## config.mk

```make
export PLATFORM = sky130hd
export DESIGN_NAME = b2_rr_arbiter
export DESIGN_NICKNAME = d
export VERILOG_FILES = /design/src/rtl/b2_arb_pkg.sv /design/src/rtl/b2_onehot_enc.sv /design/src/rtl/b2_rr_arbiter.sv
export SDC_FILE = /design/constraint.sdc
export NUM_CORES = 1
export LEC_CHECK = 0
export ABC_AREA = 1
export CORE_MARGIN = 10
export CORE_UTILIZATION = 60
export DETAILED_ROUTE_END_ITERATION = 10
export GPL_TIMING_DRIVEN = 0
export PLACE_DENSITY = 0.95
export SLEW_MARGIN = 10
export SYNTH_ARGS = -nofsm -noshare
export SYNTH_HDL_FRONTEND = slang
export SYNTH_SLANG_ARGS = --single-unit
```

## constraint.sdc

```tcl
create_clock -name clock -period 7.2 [get_ports clock]
set_input_delay 0.72 -clock clock [delete_from_list [all_inputs] [get_ports clock]]
set_output_delay 0.72 -clock clock [all_outputs]
set_load 0.05 [all_outputs]
```

## src/rtl/b2_arb_pkg.sv

```systemverilog
// Shared types and constants for the 16-requester round-robin arbiter.
package b2_arb_pkg;

  localparam int unsigned N             = 16;
  localparam int unsigned IDX_W         = 4;
  localparam int unsigned MAX_HOLD_DFLT = 15;

  typedef enum logic {
    IDLE  = 1'b0,
    GRANT = 1'b1
  } arb_state_e;

endpackage

```

## src/rtl/b2_onehot_enc.sv

```systemverilog
// Combinational 16-to-4 one-hot to binary encoder; all-zero input encodes to 0.
module b2_onehot_enc
  import b2_arb_pkg::*;
(
  input  logic [N-1:0]     onehot,
  output logic [IDX_W-1:0] idx
);

  always_comb begin
    idx = '0;
    for (int unsigned i = 0; i < N; i++) begin
      if (onehot[i]) begin
        idx = idx | IDX_W'(i);
      end
    end
  end

endmodule

```

## src/rtl/b2_rr_arbiter.sv

```systemverilog
// Round-robin arbiter: 16 requesters, registered one-hot grant and index,
// released on done, request drop, disable or hold-time limit.
module b2_rr_arbiter
  import b2_arb_pkg::*;
#(
  parameter int unsigned MAX_HOLD = MAX_HOLD_DFLT
) (
  input  logic             clock,
  input  logic             reset_n,
  input  logic             enable,
  input  logic [N-1:0]     req,
  input  logic             done,
  output logic [N-1:0]     grant,
  output logic [IDX_W-1:0] grant_idx,
  output logic             grant_valid,
  output logic             timeout
);

  localparam int unsigned HOLD_W   = (MAX_HOLD == 0) ? 1 : $clog2(MAX_HOLD + 1);
  localparam int unsigned HOLD_LIM = (MAX_HOLD == 0) ? 0 : MAX_HOLD - 1;

  arb_state_e        state, state_nxt;
  logic [IDX_W-1:0]  ptr, ptr_nxt;
  logic [HOLD_W-1:0] hold_cnt, hold_nxt;
  logic [N-1:0]      grant_nxt;
  logic [IDX_W-1:0]  idx_nxt;
  logic              timeout_nxt;

  logic              pick_found;
  logic [IDX_W-1:0]  pick_idx;

  logic              cause_dis, cause_done, cause_drop, cause_hold, release_any;

  // First set request at or after ptr, wrapping 15 -> 0
  always_comb begin
    pick_found = 1'b0;
    pick_idx   = '0;
    for (int unsigned i = 0; i < N; i++) begin
      if (!pick_found && req[ptr + IDX_W'(i)]) begin
        pick_found = 1'b1;
        pick_idx   = ptr + IDX_W'(i);
      end
    end
  end

  assign cause_dis   = !enable;
  assign cause_done  = done;
  assign cause_drop  = !req[grant_idx];
  assign cause_hold  = (MAX_HOLD != 0) && (hold_cnt == HOLD_W'(HOLD_LIM));
  assign release_any = cause_dis || cause_done || cause_drop || cause_hold;

  always_comb begin
    state_nxt   = state;
    grant_nxt   = grant;
    ptr_nxt     = ptr;
    hold_nxt    = hold_cnt;
    timeout_nxt = 1'b0;
    case (state)
      IDLE: begin
        grant_nxt = '0;
        if (enable && pick_found) begin
          state_nxt = GRANT;
          grant_nxt = N'(1) << pick_idx;
          ptr_nxt   = pick_idx + IDX_W'(1);
          hold_nxt  = '0;
        end
      end
      GRANT: begin
        if (release_any) begin
          state_nxt   = IDLE;
          grant_nxt   = '0;
          // Timeout is flagged only when the hold limit alone forced the release
          timeout_nxt = cause_hold && !(cause_dis || cause_done || cause_drop);
        end else if (hold_cnt != {HOLD_W{1'b1}}) begin
          hold_nxt = hold_cnt + HOLD_W'(1);
        end
      end
      default: begin
        state_nxt = IDLE;
        grant_nxt = '0;
      end
    endcase
  end

  b2_onehot_enc u_enc (
    .onehot (grant_nxt),
    .idx    (idx_nxt)
  );

  always_ff @(posedge clock or negedge reset_n) begin
    if (!reset_n) begin
      state       <= IDLE;
      ptr         <= '0;
      hold_cnt    <= '0;
      grant       <= '0;
      grant_idx   <= '0;
      grant_valid <= 1'b0;
      timeout     <= 1'b0;
    end else begin
      state       <= state_nxt;
      ptr         <= ptr_nxt;
      hold_cnt    <= hold_nxt;
      grant       <= grant_nxt;
      grant_idx   <= idx_nxt;
      grant_valid <= (state_nxt == GRANT);
      timeout     <= timeout_nxt;
    end
  end

endmodule

```

## Word level (Yosys, flattened, before mapping)

Cells that the tools add are included.

| word-level totals | value |
|---|---|
| flip-flop bits (word level) | 30 |
| bits of input ports | 20 |
| output and inout bits | 22 |
| logic and storage cells | 182 |

| operators by class | value |
|---|---|
| add/subtract/negate cells | 17 |
| magnitude comparators | 17 |
| eq/ne operators | 6 |
| shift operators | 1 |
| multiplexer cells | 93 |
| bitwise operators | 1 |
| reductions and logical operators | 40 |

Operator list:

| operator | number |
|---|---|
| $mux W4 | 27 |
| $lt A4 B5 Y1 const B | 17 |
| $bmux W1 S4 | 17 |
| $mux W1 | 38 |
| $add A4 B4 Y4 const B | 8 |
| $mux W16 | 2 |
| $pmux W16 S2 | 1 |
| $logic_not A1 Y1 | 18 |
| $logic_and A1 B1 Y1 | 17 |
| $add A4 B3 Y4 const B | 4 |
| $shl A1 B4 Y16 const A | 1 |
| $add A4 B1 Y4 const B | 3 |
| $mux W3 | 4 |
| $add A4 B2 Y4 const B | 2 |
| $pmux W4 S2 | 1 |
| $eq A4 B4 Y1 const B | 1 |
| $mux W2 | 2 |
| $ne A2 B1 Y1 const B | 2 |
| $ne A2 B2 Y1 const B | 2 |
| $ne A4 B4 Y1 const B | 1 |
| $logic_or A1 B1 Y1 | 3 |
| $reduce_and A3 Y1 | 1 |
| $pmux W1 S2 | 1 |
| $reduce_and A2 Y1 | 1 |
| $not A1 Y1 | 1 |

## Longest topological paths before layout

| logic depth | value |
|---|---|
| word-level depth | 66 |
| depth in mapped cells | 30 |
| gate-level depth less buffers | 29 |

## By module

Synthesis repeated with hierarchy kept, for this count alone.

| unflattened totals | value |
|---|---|
| cells, all modules | 564 |
| area, all modules | 3,378.2 um^2 |

By module, submodules not included:

| module | instances | cells each | area an instance (um^2) | seq. area each (um^2) |
|---|---|---|---|---|
| b2_rr_arbiter | 1 | 527 | 3,234.4 | 750.7 |
| b2_onehot_enc | 1 | 37 | 143.9 | 0.0 |

## Least setup slack after synthesis

No wires, ideal clock.

| timing | value |
|---|---|
| kind | flip-flop to flip-flop |
| from | register ptr[1] |
| to | register grant_idx[0] |
| setup time | 119 ps |
| data arrival time | 3,736 ps |
| required time | 7,081 ps |
| path slack | 3,345 ps |
| stages on the path, launching flop included | 29 |
| buffers on the path | 2 |
| clock period less this slack | 3,855 ps |
| cells stage by stage | dfrtp_1 inv_1 buf_2 ha_1 inv_1 buf_2 nand3_1 nand3_2 nand2_1 nand2_1 nand2_2 nor2_8 nand4_2 nor2_4 nand4_4 nor2_4 nand4_4 nor2_8 nand2_2 nor2_2 o21bai_2 nand2_4 ha_1 nand3_1 nand2_1 nor2_2 nand2_1 nor2_1 nand2_1 |

| between the ends | value |
|---|---|
| elaborated cells on any way between the ends | 128 |
| those cells by class | 15 x add/sub; 1 x shift; 81 x mux; 31 x reduce/logical |

RTL lines:

| element | RTL line | source |
|---|---|---|
| from (decl) | b2_rr_arbiter.sv:23 | `logic [IDX_W-1:0] ptr, ptr_nxt;` |
| from (signal assigned) | b2_rr_arbiter.sv:101 | `ptr <= ptr_nxt;` |
| branches (longest 49 deep; another with $add A4 B1 Y4) | - |  |
| $mux W16 * | b2_rr_arbiter.sv:61 | `if (enable && pick_found) begin` |
| $pmux W16 S2 * | b2_rr_arbiter.sv:58 | `case (state)` |
| via grant_nxt[15] | b2_rr_arbiter.sv:25 | `logic [N-1:0] grant_nxt;` |
| $mux W4 * | b2_onehot_enc.sv:12 | `if (onehot[i]) begin` |
| via idx_nxt[0] | b2_rr_arbiter.sv:26 | `logic [IDX_W-1:0] idx_nxt;` |
| to (signal assigned) | b2_rr_arbiter.sv:104 | `grant_idx <= idx_nxt;` |
| to (decl) | b2_rr_arbiter.sv:14 | `output logic [IDX_W-1:0] grant_idx,` |

Mark *: on every way through the listed nets, which the timed path passes. The select of a mux whose other input is x is not followed.
A chain may end at the register's enable or synchronous reset.

## Worst setup path in the final report

| timing | value |
|---|---|
| from | register ptr[1] |
| to | register grant_idx[2] |

The elaborated chain is that of the path after synthesis.

==> reports/results.tsv <==
metric	value	unit
critical_path.max_stage_delay	0.46	ns
rr_worst_depth	28	
fin_crit_sh	0.6532	
seq_area_frac_synth	0.2075	
wl	11.11	mm
ff_latch_area	750.7	um2
slew_headroom	0.5698	
grt_use_total	0.2249	
worstPathMaxFanout	13	
firstDrtPassIters	9	
overflow	0	
r2r_end	grant_idx[2]	
detail-route-antenna-nets	0	
h-tree-depth	2	
ys.flop_type	dfrtp_1	
async_flop_share	1.000	
dieHeight	97.65	um
synthesis.nets	637	
drive_above_1_share	0.1067	
viasPerCell	5.625	
start_util	0.6146	
cts_buffer_depth	2	
multi_input_area	2394	um2
finClkSkew	0.006003	ns
clkTransAtPathRegs	0.07	ns
synth-seq-cells	30	
cts_hold_buf	0	
r2r_start	ptr[1]	
yosysUniqueCellTypes	43	
rsz0062_at_grt	no	
drt_iter0_drc	408	
ctsResizeCount	0	
crit_required	7.36	ns
synth.avg_cell_area	5.959	um2
cts.sinks	30	
die_w	97.65	um
path_class	register to register	
final_hold_viol_count	0	
routedWlPerCell	15.20	um
antenna_found_initial	0	
reg2reg_slack	2.50	ns
area_growth	16.43	%
port_buffers	41	
finalSetupTns	0	ns
drc_errors	1	
gp_congestion	1.001	
vias	4112	
crit_path_start	ptr[1]	
hpwl	8.915	mm
nNetsFinal	685	
grt_pass1_vias	3945	
path_common_cell	nand2_1	
synthCells	607	
cts_root_buf	clkbuf_8	
post_synth_instance_area	3617	um2
numCtsBuffers	5	
grt_start_max_net_pins	31	
post_cts_buffers	0	
min_path_type	input pin to asynchronous set/reset pin	
clock_latency	0.29	ns
grt_first_pass_wirelength	18.25	mm
num_antenna_cells	0	
ios	42	
finalMaxSlewViolations	0	
status	finished, violations left	
fmax	212.6	MHz
fin_util	0.7156	
core	5886	um2
violations	design-rule violations	
critPathArrivalTime	4.87	ns
die-area	9535	um2
synth_edf_count	0	
crit_slowest_cell	dfrtp_1	
start_kind	register	
num_rows	28	
worst_pin_slew	0.6452	ns
n_fill_cell	505	
period_minus_slack	4.703	ns
ys_warn_count	0	
critPathCapture	grant_idx[2]	
cts_tree	built	
drv_cap	0	
worstSetupEndpointType	register	
setup_viol	0	
-- Yosys cell counts, types with 2 or more instances --
master / number / area, um2
buf_6: 4 / 45.04
o211ai_1: 2 / 15.01
o221ai_1: 3 / 26.28
nand3b_1: 3 / 22.52
nand2_4: 2 / 22.52
clkinv_1: 2 / 7.510
nand4_1: 11 / 68.82
nor2_1: 79 / 296.5
o22ai_1: 2 / 12.51
nand2_1: 156 / 585.6
nand3_2: 5 / 50.05
nor2_4: 3 / 33.78
nor2_2: 8 / 50.05
a21oi_2: 4 / 35.03
ha_1: 10 / 125.1
nor3_1: 4 / 20.02
nand2_2: 11 / 68.82
dfrtp_1: 30 / 750.7
buf_2: 3 / 15.01
nand4_4: 2 / 42.54
o21ai_0: 26 / 130.1
buf_4: 4 / 30.03
nor2_8: 2 / 40.04
xor2_1: 7 / 61.31
inv_1: 86 / 322.8
clkbuf_1: 2 / 7.510
inv_4: 3 / 18.77
a21oi_1: 5 / 25.02
inv_2: 5 / 18.77
nand3_1: 110 / 550.5
-- metal layers --
| metal | vias up | part of all wire | global-route usage |
|---|---|---|---|
| li1 | 2039 | - | - |
| met1 | 1833 | 0.39 | 0.2543 |
| met2 | 208 | 0.50 | 0.4037 |
| met4 | 0 | 0.035 | 0.09732 |
| met3 | 32 | 0.077 | 0.03556 |
| met5 | - | 0 | 0 |
-- worst max-delay path: cells and delay by family (launching register included) --
| family | cells | cell delay, ns |
|---|---|---|
| compound gates | 1 | 0.13 |
| fa+ha+maj | 2 | 0.59 |
| buf+inv | 5 | 0.92 |
| flops | 1 | 0.46 |
| simple gates | 20 | 2.47 |
-- worst min path at each step --
stage               depth (start not counted)         to     start  slack (ns)
floorplan                                   0   grant[0]   reset_n        0.42
global placement                            1   grant[0]  grant[0]        0.50
detailed placement                          2   grant[7]  grant[7]        0.52
CTS                                         1  grant[15]   reset_n        0.47
global route                                1   grant[1]   reset_n        0.49
finish                                      1  grant[12]   reset_n        0.45
-- through the flow --
stage	cell area [um2]	hold WS, ns	cells	setup slack, ns
3_3_place_gp	4121	0.5043	723	2.709
5_1_grt	4212	0.4887	731	2.073
3_5_place_dp	4116	0.5212	723	2.583
2_1_floorplan	3617	0.4244	607	3.345
4_1_cts	4212	0.4726	731	2.555
6_report	4212	0.4539	731	2.497
-- sequential cells by signal (all words and copies together), names as in the netlist --
| signal | flops |
|---|---|
| timeout | 1 |
| state | 1 |
| hold_cnt | 4 |
| grant_idx | 4 |
| ptr | 4 |
| grant | 16 |
-- cells by family (layout without fill, tap and decap cells) --
logic type	count (synthesis)	in the layout	synth area share
and+or+nand+nor	399	399	0.5189
buffers and inverters	110	159	0.1308
AOI/OAI and AO/OA	49	49	0.08232
DFF	30	30	0.2075
adders and majority gates	10	10	0.03459
xor gates and xnor gates	9	9	0.02595
-- cell usage in the layout (no fill, tap or decap), drive strengths merged --
cell type and count:
a211oi 1, a21oi 9, a22o 1, a31oi 1, and2 1, and3 1
buf 12, clkbuf 9, clkdlybuf4s50 40, clkinv 3, clkinvlp 1, dfrtp 30
ha 10, inv 94, nand2 169, nand3 115, nand3b 3, nand4 14
nor2 92, nor3 4, o211ai 2, o21a 1, o21ai 27, o21bai 2
o221ai 3, o22ai 2, xnor2 1, xor2 8
-- cell type report --
class,instances,share of cell area
clock buffers,6,0.01961
multi-input cells,467,0.5683
repair buffers,41,0.09626
inverters,96,0.08734
well taps,75,0.02228
plain buffers,14,0.02496
clock inverters,2,0.002971
flip-flops and latches,30,0.1783
Power is not shown: default switching activity piles up to over one toggle a cycle in this logic, so the estimate is an artifact.
